[src/rtl/bias_load_ctrl_if.sv]
// Bias-load bus: serial word input on one side and the vector handed to the bias memory on the other.
// The master side (sequencer or bench) drives start and the serial word.
// The slave side (bias_load_ctrl) returns the handshake, the write strobe and status.
interface bias_load_ctrl_if #(
  parameter int NUM_FEATURES = 3,
  parameter int DATA_WIDTH   = 32
);
  logic                                  start;
  logic                                  in_valid;
  logic signed [DATA_WIDTH-1:0]          in_data;
  logic                                  in_ready;
  logic                                  bias_WrEn;
  logic [NUM_FEATURES:0][DATA_WIDTH-1:0] bias_weights_input;
  logic                                  busy;
  logic                                  bias_valid;
  logic                                  done;

  modport master (
    output start, in_valid, in_data,
    input  in_ready, bias_WrEn, bias_weights_input, busy, bias_valid, done
  );

  modport slave (
    input  start, in_valid, in_data,
    output in_ready, bias_WrEn, bias_weights_input, busy, bias_valid, done
  );
endinterface

[src/rtl/bias_load_ctrl.sv]
// Bias vector loader.
// It collects NUM_FEATURES+1 serial words into a staging vector and then
// issues a single active-low write strobe to the bias memory.
//
// state     | meaning
// ----------+-----------------------------------------------------------
// ST_IDLE   | waiting for start; the last committed vector stays valid
// ST_LOAD   | accepting serial words into staging, index 0 first
// ST_COMMIT | bias_WrEn low for one cycle, staging held stable
// ST_DONE   | done pulse, bias_valid set; start here chains a new load
module bias_load_ctrl #(
  parameter int NUM_FEATURES = 3,
  parameter int DATA_WIDTH   = 32
) (
  input  logic             clk,
  input  logic             rst,
  bias_load_ctrl_if.slave  bus
);
  localparam int NW = NUM_FEATURES + 1;
  localparam int CW = (NW > 1) ? $clog2(NW) : 1;
  localparam logic [CW-1:0] LAST = CW'(NUM_FEATURES);

  typedef enum logic [1:0] {ST_IDLE, ST_LOAD, ST_COMMIT, ST_DONE} state_t;

  state_t                       state, state_nxt;
  logic [CW-1:0]                cnt;
  logic [NW-1:0][DATA_WIDTH-1:0] stage;
  logic                         bias_valid_q;
  logic                         accept;
  logic                         start_ok;

  assign accept   = (state == ST_LOAD) && bus.in_valid;
  assign start_ok = ((state == ST_IDLE) || (state == ST_DONE)) && bus.start;

  // State register; reset aborts any load in flight without a strobe.
  always_ff @(posedge clk or negedge rst) begin
    if (!rst) state <= ST_IDLE;
    else      state <= state_nxt;
  end

  // Next-state and state-decoded outputs.
  always_comb begin
    state_nxt    = state;
    bus.in_ready  = 1'b0;
    bus.bias_WrEn = 1'b1;
    bus.busy      = 1'b0;
    bus.done      = 1'b0;
    case (state)
      ST_IDLE: begin
        if (bus.start) state_nxt = ST_LOAD;
      end
      ST_LOAD: begin
        bus.in_ready = 1'b1;
        bus.busy     = 1'b1;
        if (accept && (cnt == LAST)) state_nxt = ST_COMMIT;
      end
      ST_COMMIT: begin
        bus.bias_WrEn = 1'b0;
        bus.busy      = 1'b1;
        state_nxt     = ST_DONE;
      end
      ST_DONE: begin
        bus.done  = 1'b1;
        state_nxt = bus.start ? ST_LOAD : ST_IDLE;
      end
      default: state_nxt = ST_IDLE;
    endcase
  end

  // Word index; parks on the last index rather than wrapping.
  always_ff @(posedge clk or negedge rst) begin
    if (!rst)                        cnt <= '0;
    else if (start_ok)               cnt <= '0;
    else if (accept && cnt != LAST)  cnt <= cnt + 1'b1;
  end

  // Staging vector; entries not written this load keep their old contents.
  always_ff @(posedge clk or negedge rst) begin
    if (!rst)        stage      <= '0;
    else if (accept) stage[cnt] <= bus.in_data;
  end

  // Committed-vector flag: set entering DONE, dropped when a new load starts.
  always_ff @(posedge clk or negedge rst) begin
    if (!rst)                     bias_valid_q <= 1'b0;
    else if (start_ok)            bias_valid_q <= 1'b0;
    else if (state == ST_COMMIT)  bias_valid_q <= 1'b1;
  end

  assign bus.bias_weights_input = stage;
  assign bus.bias_valid         = bias_valid_q;
endmodule

[src/flat_wrapper.sv]
// flat-port wrapper written by rule: the top's interface ports become plain ports
module bias_load_ctrl_flat 
#(
  parameter int NUM_FEATURES = 3,
  parameter int DATA_WIDTH   = 32
)
  (clk, rst, bus_start, bus_in_valid, bus_in_data, bus_in_ready, bus_bias_WrEn, bus_bias_weights_input, bus_busy, bus_bias_valid, bus_done);
  bias_load_ctrl_if #(.NUM_FEATURES(NUM_FEATURES), .DATA_WIDTH(DATA_WIDTH)) bus_i ();
  input  logic clk;
  input  logic rst;
  input wire logic [$bits(bus_i.start)-1:0] bus_start;
  input wire logic [$bits(bus_i.in_valid)-1:0] bus_in_valid;
  input wire logic [$bits(bus_i.in_data)-1:0] bus_in_data;
  output wire logic [$bits(bus_i.in_ready)-1:0] bus_in_ready;
  output wire logic [$bits(bus_i.bias_WrEn)-1:0] bus_bias_WrEn;
  output wire logic [$bits(bus_i.bias_weights_input)-1:0] bus_bias_weights_input;
  output wire logic [$bits(bus_i.busy)-1:0] bus_busy;
  output wire logic [$bits(bus_i.bias_valid)-1:0] bus_bias_valid;
  output wire logic [$bits(bus_i.done)-1:0] bus_done;
  assign bus_i.start = bus_start;
  assign bus_i.in_valid = bus_in_valid;
  assign bus_i.in_data = bus_in_data;
  assign bus_in_ready = bus_i.in_ready;
  assign bus_bias_WrEn = bus_i.bias_WrEn;
  assign bus_bias_weights_input = bus_i.bias_weights_input;
  assign bus_busy = bus_i.busy;
  assign bus_bias_valid = bus_i.bias_valid;
  assign bus_done = bus_i.done;
  bias_load_ctrl #(.NUM_FEATURES(NUM_FEATURES), .DATA_WIDTH(DATA_WIDTH)) u_core (.clk(clk), .rst(rst), .bus(bus_i));
endmodule
[config.mk]
export PLATFORM = sky130hd
export DESIGN_NAME = bias_load_ctrl_flat
export DESIGN_NICKNAME = d
export VERILOG_FILES = /design/src/rtl/bias_load_ctrl_if.sv /design/src/rtl/bias_load_ctrl.sv /design/src/flat_wrapper.sv
export SDC_FILE = /design/constraint.sdc
export NUM_CORES = 1
export LEC_CHECK = 0
export CAP_MARGIN = 20
export CORE_MARGIN = 2
export CORE_UTILIZATION = 46
export CTS_BUF_LIST = sky130_fd_sc_hd__clkbuf_16
export CTS_CLUSTER_DIAMETER = 150
export CTS_CLUSTER_SIZE = 20
export DETAILED_ROUTE_END_ITERATION = 7
export GPL_TIMING_DRIVEN = 0
export MAX_ROUTING_LAYER = met4
export PLACE_DENSITY = 0.85
export SLEW_MARGIN = 25
export SYNTH_ARGS = -nofsm -noshare
export SYNTH_HDL_FRONTEND = slang
export SYNTH_SLANG_ARGS = --single-unit
[constraint.sdc]
create_clock -name clk -period 1.85 [get_ports clk]
set_input_delay 0.185 -clock clk [delete_from_list [all_inputs] [get_ports clk]]
set_output_delay 0.185 -clock clk [all_outputs]
set_load 0.01 [all_outputs]
# [Word level (Yosys, flattened, before mapping)]
# Cells that the tools add are included.
[totals] ff_bits=133 in_bits=36 output_inout_bits=133 elab_cells=43
[classes] add_sub_neg=1 order_cmp=2 n_eq_ne=7 muxes=15 n_reduce_logical=11
[op_table] operator="$bwmux 128" n=1
[op_table] operator="$demux 32 s2" n=1
[op_table] operator="$mux 32" n=1
[op_table] operator="$mux 2" n=4
[op_table] operator="$pmux 2 s4" n=1
[op_table] operator="$mux 1" n=7
[op_table] operator="$eq 2x2->1 const B" n=3
[op_table] operator="$ne 2x2->1 const B" n=3
[op_table] operator="$logic_and 1x1->1" n=5
[op_table] operator="$reduce_bool 2->1" n=2
[op_table] operator="$lt 2x3->1 const B" n=1
[op_table] operator="$add 2x1->2 const B" n=1
[op_table] operator="$eq 2x1->1 const B" n=1
[op_table] operator="$ge 2x1->1 const B" n=1
[op_table] operator="$logic_not 2->1" n=1
[op_table] operator="$reduce_and 2->1" n=1
[op_table] operator="$reduce_or 2->1" n=1
[op_table] operator="$logic_or 1x1->1" n=1

# [Longest topological paths before layout]
# Gate-level depths: netlist (run 1).
[depth] ltp_word=5 ltp_mapped=5 depth_no_buf=5

# [Worst setup path after synthesis (run 1)]
# Ideal clock, no wire load.
[synth_timing] path_kind="register -> register" from="reg u_core.state[1]" to="reg u_core.stage, in the netlist u_core.bus.bias_weights_input[100]" t_arrival_ps=1473 required_ps=1725 slack_ps=253 stages_incl_launch_ff=6 path_buffers=1 synth_period_minus_slack_ps=1597 path_cell_list="dfrtp_1 inv_1 ha_1 nand3_1 buf_2 mux2_2"
[synth_via] elab_chain_len=2
[synth_rtl] element="start: declaration" line_no="bias_load_ctrl.sv:25" rtl="state_t state, state_nxt;"
[synth_rtl] element="start signal: assignment" line_no="bias_load_ctrl.sv:38" rtl="else state <= state_nxt;"
[synth_rtl] element="$eq 2x1->1" line_no="bias_load_ctrl.sv:32" rtl="assign accept = (state == ST_LOAD) && bus.in_valid;"
[synth_rtl] element="$logic_and 1x1->1" line_no="bias_load_ctrl.sv:32"
[synth_rtl] element="end signal: indexed assignment" line_no="bias_load_ctrl.sv:80" rtl="else if (accept) stage[cnt] <= bus.in_data;"
[synth_rtl] element="end: declaration" line_no="bias_load_ctrl.sv:27" rtl="logic [NW-1:0][DATA_WIDTH-1:0] stage;"
# No other way between the ends.
# A chain may end at the register's enable or synchronous reset.

# [Worst setup path after layout (run 1)]
[layout_timing] from="reg u_core.state[0]" to="reg u_core.stage, in the netlist u_core.bus.bias_weights_input[90]"
# Same word-level chain as after synthesis.

==> flow_summary.yaml, run 1 <==
logic_synthesis:
  yosys.area.top_type: "dfrtp_1"
  ys_ff_latch: 133
  synth_top_area_share_pct: 65.5
  synth.distinct_cells: 15
  netlist_area_um2: 5080
  synth_nets: 352
  synthCells: 307
  synth_area_leaders: "dfrtp_1, mux2_2, ha_1"
  avgSynthCellArea_um2: 16.6
  yosysWarnings: 0
  seq_area_frac_synth_pct: 65.5
cells_and_area:
  final_cell_area_um2: 7600
  diodes: 0
  layout-drive-gt1-share_pct: 33.6
  fin_nets: 544
  area_growth_pct: 49.6
critical_path:
  cp.required_ns: 2.14
  rr_worst_depth: 5
  cp-start-kind: "flop"
  regToRegStartpoint: "u_core.state[0]$_DFFE_PN0P_"
  crit_path_end: "u_core.bus.bias_weights_input[90]$_DFFE_PN0P_"
  end_kind: "flop"
  regToRegEndpoint: "u_core.bus.bias_weights_input[90]$_DFFE_PN0P_"
  rrSetupSlack_ns: 0.06
  path_max_fanout: 10
  crit_type: "flop to flop"
  startpoint: "u_core.state[0]$_DFFE_PN0P_"
  cp_data_arrival_time_ns: 2.07
floorplanning:
  fp.dieH_um: 109
  row_count: 38
  fp.dieW_um: 109
  dieArea_um2: 11900
  io_pins: 169
  core_area_um2: 10800
  start_util_pct: 47.1
timing:
  slew_headroom_pct: 68.7
  hold_viol_final: 0
  rsz0062_at_grt: "yes"
  skew_ns: 0.00952
  worst_pin_slew_ns: 0.469
  min_period_ns: 1.79
  setup_viol: 0
  final_max_slew_viol_count: 0
  post-route-period-util_pct: 96.6
  fmax_ghz: 0.560
route:
  drc_errors: 0
  wl_um: 11700
  drt_iter0_drc: 104
  postRouteAntennaNets: 0
  wire_per_inst_um: 17.9
  via_count: 3242
  drt_pre_antenna_iters: 4
  viasPerCell: 4.97
power:
  totalPowerFinal_mw: 13.5
  p_per_area_nw_per_um2: 1780
  peakVddDrop_uv: 917
  p_leak_nw: 3.49
placement:
  hpwl_um: 8270
  dpl_cell_area_um2: 6970
  io_buffers: 168
  gp_congestion: 0.734
worst_hold_path:
  min_path_type: "input pin to asynchronous set/reset pin"
global_routing:
  antenna_found_initial: 0
  gr-usage-all-layers_pct: 21.3
  grt_pass1_vias: 3525
  grt_max_degree: 75
  grt.overflow.total: 0
  grt_pass1_wl_um: 18400
status:
  outcome: "completed"
clock_network:
  cts_tree: "yes"
  cts_buffers: 17
  clock_sinks: 133
  path_clk_slew_ns: 0.06
  cts_buffer_depth: 2
  htreeDepth: 4
  clkLatencyLatePin_ns: 0.41
  root_buffer: "clkbuf_16"
run:
  maxCapViolations: 0
-- worst max-delay path, stage by stage, from the launching register on --
cell and delay [ns]:
dfrtp_1 0.40, buf_4 0.14, ha_2 0.21, nand3_1 0.23, clkbuf_4 0.32, mux2_2 0.36
-- how the worst min path moves through the flow --
stage,endpoint,cells past startpoint
2_1_floorplan,u_core.bus.bias_valid$_DFFE_PN0P_,0
3_3_place_gp,u_core.bus.bias_weights_input[108]$_DFFE_PN0P_,1
3_5_place_dp,u_core.bus.bias_weights_input[51]$_DFFE_PN0P_,1
4_1_cts,u_core.bus.bias_weights_input[51]$_DFFE_PN0P_,2
5_1_grt,u_core.bus.bias_weights_input[51]$_DFFE_PN0P_,2
6_report,u_core.bus.bias_weights_input[51]$_DFFE_PN0P_,2
-- final cells by class --
type / count / area (µm²)
sequential: 133 / 3330
fill: 734 / 3190
timing repair buffer: 173 / 1740
multi-input combinational: 157 / 1680
clock buffer: 17 / 425
tap: 140 / 175
clock inverter: 15 / 148
buffer: 12 / 90.1
inverter: 5 / 18.8
-- state kept, by name (all words and copies together), names as in the netlist --
register	cells
u_core.state	2
u_core.bus.bias_valid	1
u_core.cnt	2
u_core.bus.bias_weights_input	128
-- Yosys cell counts (all sizes together) --
master	n
a211oi	1
a21boi	1
a2bb2oi	1
buf	12
dfrtp	133
ha	9
inv	5
mux2	129
mux2i	1
nand3	4
nand3b	1
nor2	6
nor2b	2
nor3	1
xnor2	1
-- logic make-up after synthesis --
logic type,after synthesis,synth area share (%)
XOR/XNOR,1,0.172
flip-flops,133,65.5
AND/OR/NAND/NOR,14,1.33
adder cells (fa/ha/maj),9,2.22
AO/OA/AOI/OAI,3,0.468
buffers and inverters,17,1.55
multiplexers,130,28.8
-- power breakdown --
group          internal [mW]  switching (mW)  total, mW
combinational           3.40            2.01       5.41
sequential              4.20           0.666       4.87
clock                   2.07            1.16       3.24
total                   9.67            3.84       13.5
-- layout by cell type (no fill, tap or decap), types with 4 or more instances in the layout --
cell / count
buf_4: 12
clkbuf_16: 17
clkdlybuf4s50_1: 163
clkinv_1: 4
dfrtp_1: 133
dlygate4sd2_1: 4
ha_1: 8
inv_1: 8
mux2_2: 129
nand3_1: 4
nor2_1: 6
-- per-layer routing --
metal	wire, µm	GRT usage (%)	part of all wire [%]	vias to the layer above
met3	700	6.52	6.0	16
li1	-	-	-	1471
met2	6040	35.0	52	104
met1	4780	24.7	41	1651
met5	0	-	0	-
met4	134	7.51	1.1	0
-- repair_timing --
action	4_1_cts	5_1_grt
hold buffers	1	0
setup buffers	3	0
hold endpoints to repair	59	0
endpoints found under the setup margin	113	90
gates resized for setup	8	15
-- per-stage QoR --
stage / hold WS (ns) / utilization [%] / worst slack (ns) / std cells / TNS, ns
floorplan: -0.111 / - / 0.253 / 307 / 0
global placement: 0.486 / 64.3 / -4.33 / 615 / -575.93
detailed placement: 0.147 / 64.6 / -0.0472 / 616 / -1.71
CTS: 0.313 / 70.3 / -0.0152 / 652 / -0.0812
global route: 0.322 / 70.5 / -0.0232 / 652 / -0.272
finish: 0.291 / 70.5 / 0.0630 / 652 / 0
(Power assumes the default switching activity.)
==> inputs of run 2 (changes only) <==
--- a/config.mk
+++ b/config.mk
@@ -6,16 +6,15 @@
 export NUM_CORES = 1
 export LEC_CHECK = 0
 export CAP_MARGIN = 20
-export CORE_MARGIN = 2
+export CORE_MARGIN = 4
 export CORE_UTILIZATION = 46
 export CTS_BUF_LIST = sky130_fd_sc_hd__clkbuf_16
 export CTS_CLUSTER_DIAMETER = 150
 export CTS_CLUSTER_SIZE = 20
 export DETAILED_ROUTE_END_ITERATION = 7
-export GPL_TIMING_DRIVEN = 0
 export MAX_ROUTING_LAYER = met4
 export PLACE_DENSITY = 0.85
-export SLEW_MARGIN = 25
+export SLEW_MARGIN = 20
 export SYNTH_ARGS = -nofsm -noshare
 export SYNTH_HDL_FRONTEND = slang
 export SYNTH_SLANG_ARGS = --single-unit
==> run 2 against run 1 <==
Die area up 7.5%. Clock-buffer cell count unchanged. Combinational power up 1%. Clock skew down 0.0027 ns. First-iteration DRC count up 0.96%. Largest cell class unchanged. Fmax up 5.8%. Non-clock buffer count down 4. Sequential cell count unchanged. Critical path type is now flop to primary output. Wire length up 4.1%. Via count about the same. Total power up 3.4%. Setup slack better by 0.098 ns.
==> flow_summary.yaml, run 2 (synthesis gave the netlist of run 1 again) <==
timing:
  fin_ws_ns: 0.161
  post-route-period-util_pct: 91.3
  hold_viol_final: 0
  min_period_ns: 1.69
  rsz0062_at_grt: "no"
  worst_pin_slew_ns: 0.494
  final_max_slew_viol_count: 0
  setup_tns_ns: 0
  setup_viol: 0
  fmax_ghz: 0.592
  slew_headroom_pct: 67.1
  skew_ns: 0.00681
global_routing:
  grt_max_degree: 92
  grt_pass1_wl_um: 19800
  grt.overflow.total: 0
  antenna_found_initial: 0
  gr-usage-all-layers_pct: 20.8
  grt_pass1_vias: 3704
floorplanning:
  core_area_um2: 10800
  io_pins: 169
  start_util_pct: 46.9
  dieArea_um2: 12800
  row_count: 38
  fp.dieW_um: 113
  fp.dieH_um: 113
placement:
  hpwl_um: 8520
  io_buffers: 168
  gp_congestion: 0.745
  pre_cts_ws_ns: 0.163
route:
  wl_um: 12100
  drt_iter0_drc: 105
  drt_pre_antenna_iters: 4
  postRouteAntennaNets: 0
  wire_per_inst_um: 18.7
  viasPerCell: 5.00
  via_count: 3243
  drc_errors: 0
cells_and_area:
  fin_nets: 540
  final_cell_mix: "clkdlybuf4s50_1, dfrtp_1, mux2_2, clkbuf_16, ha_1"
  fillCellCount: 751
  layout-drive-gt1-share_pct: 34.6
  diodes: 0
  largest_register_ffs: 128
  area_growth_pct: 52.1
  final_common_cell: "clkdlybuf4s50_1"
critical_path:
  path_max_fanout: 3
  cp_data_arrival_time_ns: 1.50
  cpMaxStageDelayCell: "dfrtp_1"
  cp.depth: 3
  cp-start-kind: "flop"
  regToRegStartpoint: "u_core.state[0]$_DFFE_PN0P_"
  path_buf_inv: 2
  cpPeakStageDelay_ns: 0.38
  regToRegEndpoint: "u_core.state[1]$_DFFE_PN0P_"
  rr_worst_depth: 5
  rrSetupSlack_ns: 0.29
  cp_cell_sequence: "inv_1 > ha_1 > dlygate4sd2_1"
  cp.required_ns: 1.66
  end_kind: "primary output"
  crit_type: "flop to primary output"
  crit_family: "buffers and inverters"
worst_hold_path:
  min_path_type: "input pin to asynchronous set/reset pin"
clock_network:
  cts_tree: "yes"
  cts_buffer_depth: 2
  htreeDepth: 4
  clock_sinks: 133
  path_clk_slew_ns: 0.05
  cts_buffers: 17
  clkLatencyLatePin_ns: 0.41
  root_buffer: "clkbuf_16"
power:
  p_leak_nw: 3.53
  p_per_area_nw_per_um2: 1810
  peakVddDrop_uv: 974
  totalPowerFinal_mw: 14.0
run:
  maxCapViolations: 0
status:
  outcome: "completed"
[run 2: worst max-delay path by stage]
stage,startpoint,endpoint,slack [ns]
after detailed placement,u_core.state[1]$_DFFE_PN0P_,u_core.bus.bias_weights_input[108]$_DFFE_PN0P_,0.16
after global routing,u_core.state[1]$_DFFE_PN0P_,bus_busy,0.09
after CTS,u_core.state[1]$_DFFE_PN0P_,bus_busy,0.14
after floorplan,u_core.state[1]$_DFFE_PN0P_,u_core.bus.bias_weights_input[100]$_DFFE_PN0P_,0.25
final,u_core.state[1]$_DFFE_PN0P_,bus_busy,0.16
after global placement,u_core.state[1]$_DFFE_PN0P_,bus_in_ready,0.24
[run 2: cell type report]
| cell class | count | area (µm²) | area share (%) |
|---|---|---|---|
| Inverter | 5 | 18.8 | 0.243 |
| Timing Repair Buffer | 181 | 1860 | 24.1 |
| Clock buffer | 17 | 425 | 5.50 |
| Tap cell | 140 | 175 | 2.27 |
| Sequential cell | 133 | 3330 | 43.1 |
| Clock inverter | 15 | 213 | 2.75 |
| Multi-Input combinational cell | 157 | 1710 | 22.1 |
[run 2: metal layers]
layer	GRT usage, %	vias up	wire [µm]
met3	7.11	21	836
met1	23.7	1644	4750
met5	-	-	0
li1	-	1461	-
met4	7.21	0	186
met2	34.6	117	6360
[run 2: timing repair]
item                                    4_1_cts  5_1_grt
gates resized for setup                       6        0
buffers inserted                              2        0
hold buffers                                  1        0
hold endpoints to repair                    133        0
endpoints found under the setup margin        3        0
[run 2: power breakdown]
| part | switching, mW | internal, mW |
|---|---|---|
| Clock | 1.22 | 2.38 |
| Sequential | 0.685 | 4.20 |
| Combinational | 2.06 | 3.43 |
[run 2: per-stage QoR]
stage	hold slack [ns]	utilization [%]	area [µm²]	std cells
finish	0.150	71.3	7730	648
global route	0.128	71.3	7730	648
CTS	0.126	71.3	7730	648
detailed placement	-0.0175	65.1	7060	613
global placement	-0.0190	65.1	7060	613
floorplan	-0.111	-	5080	307
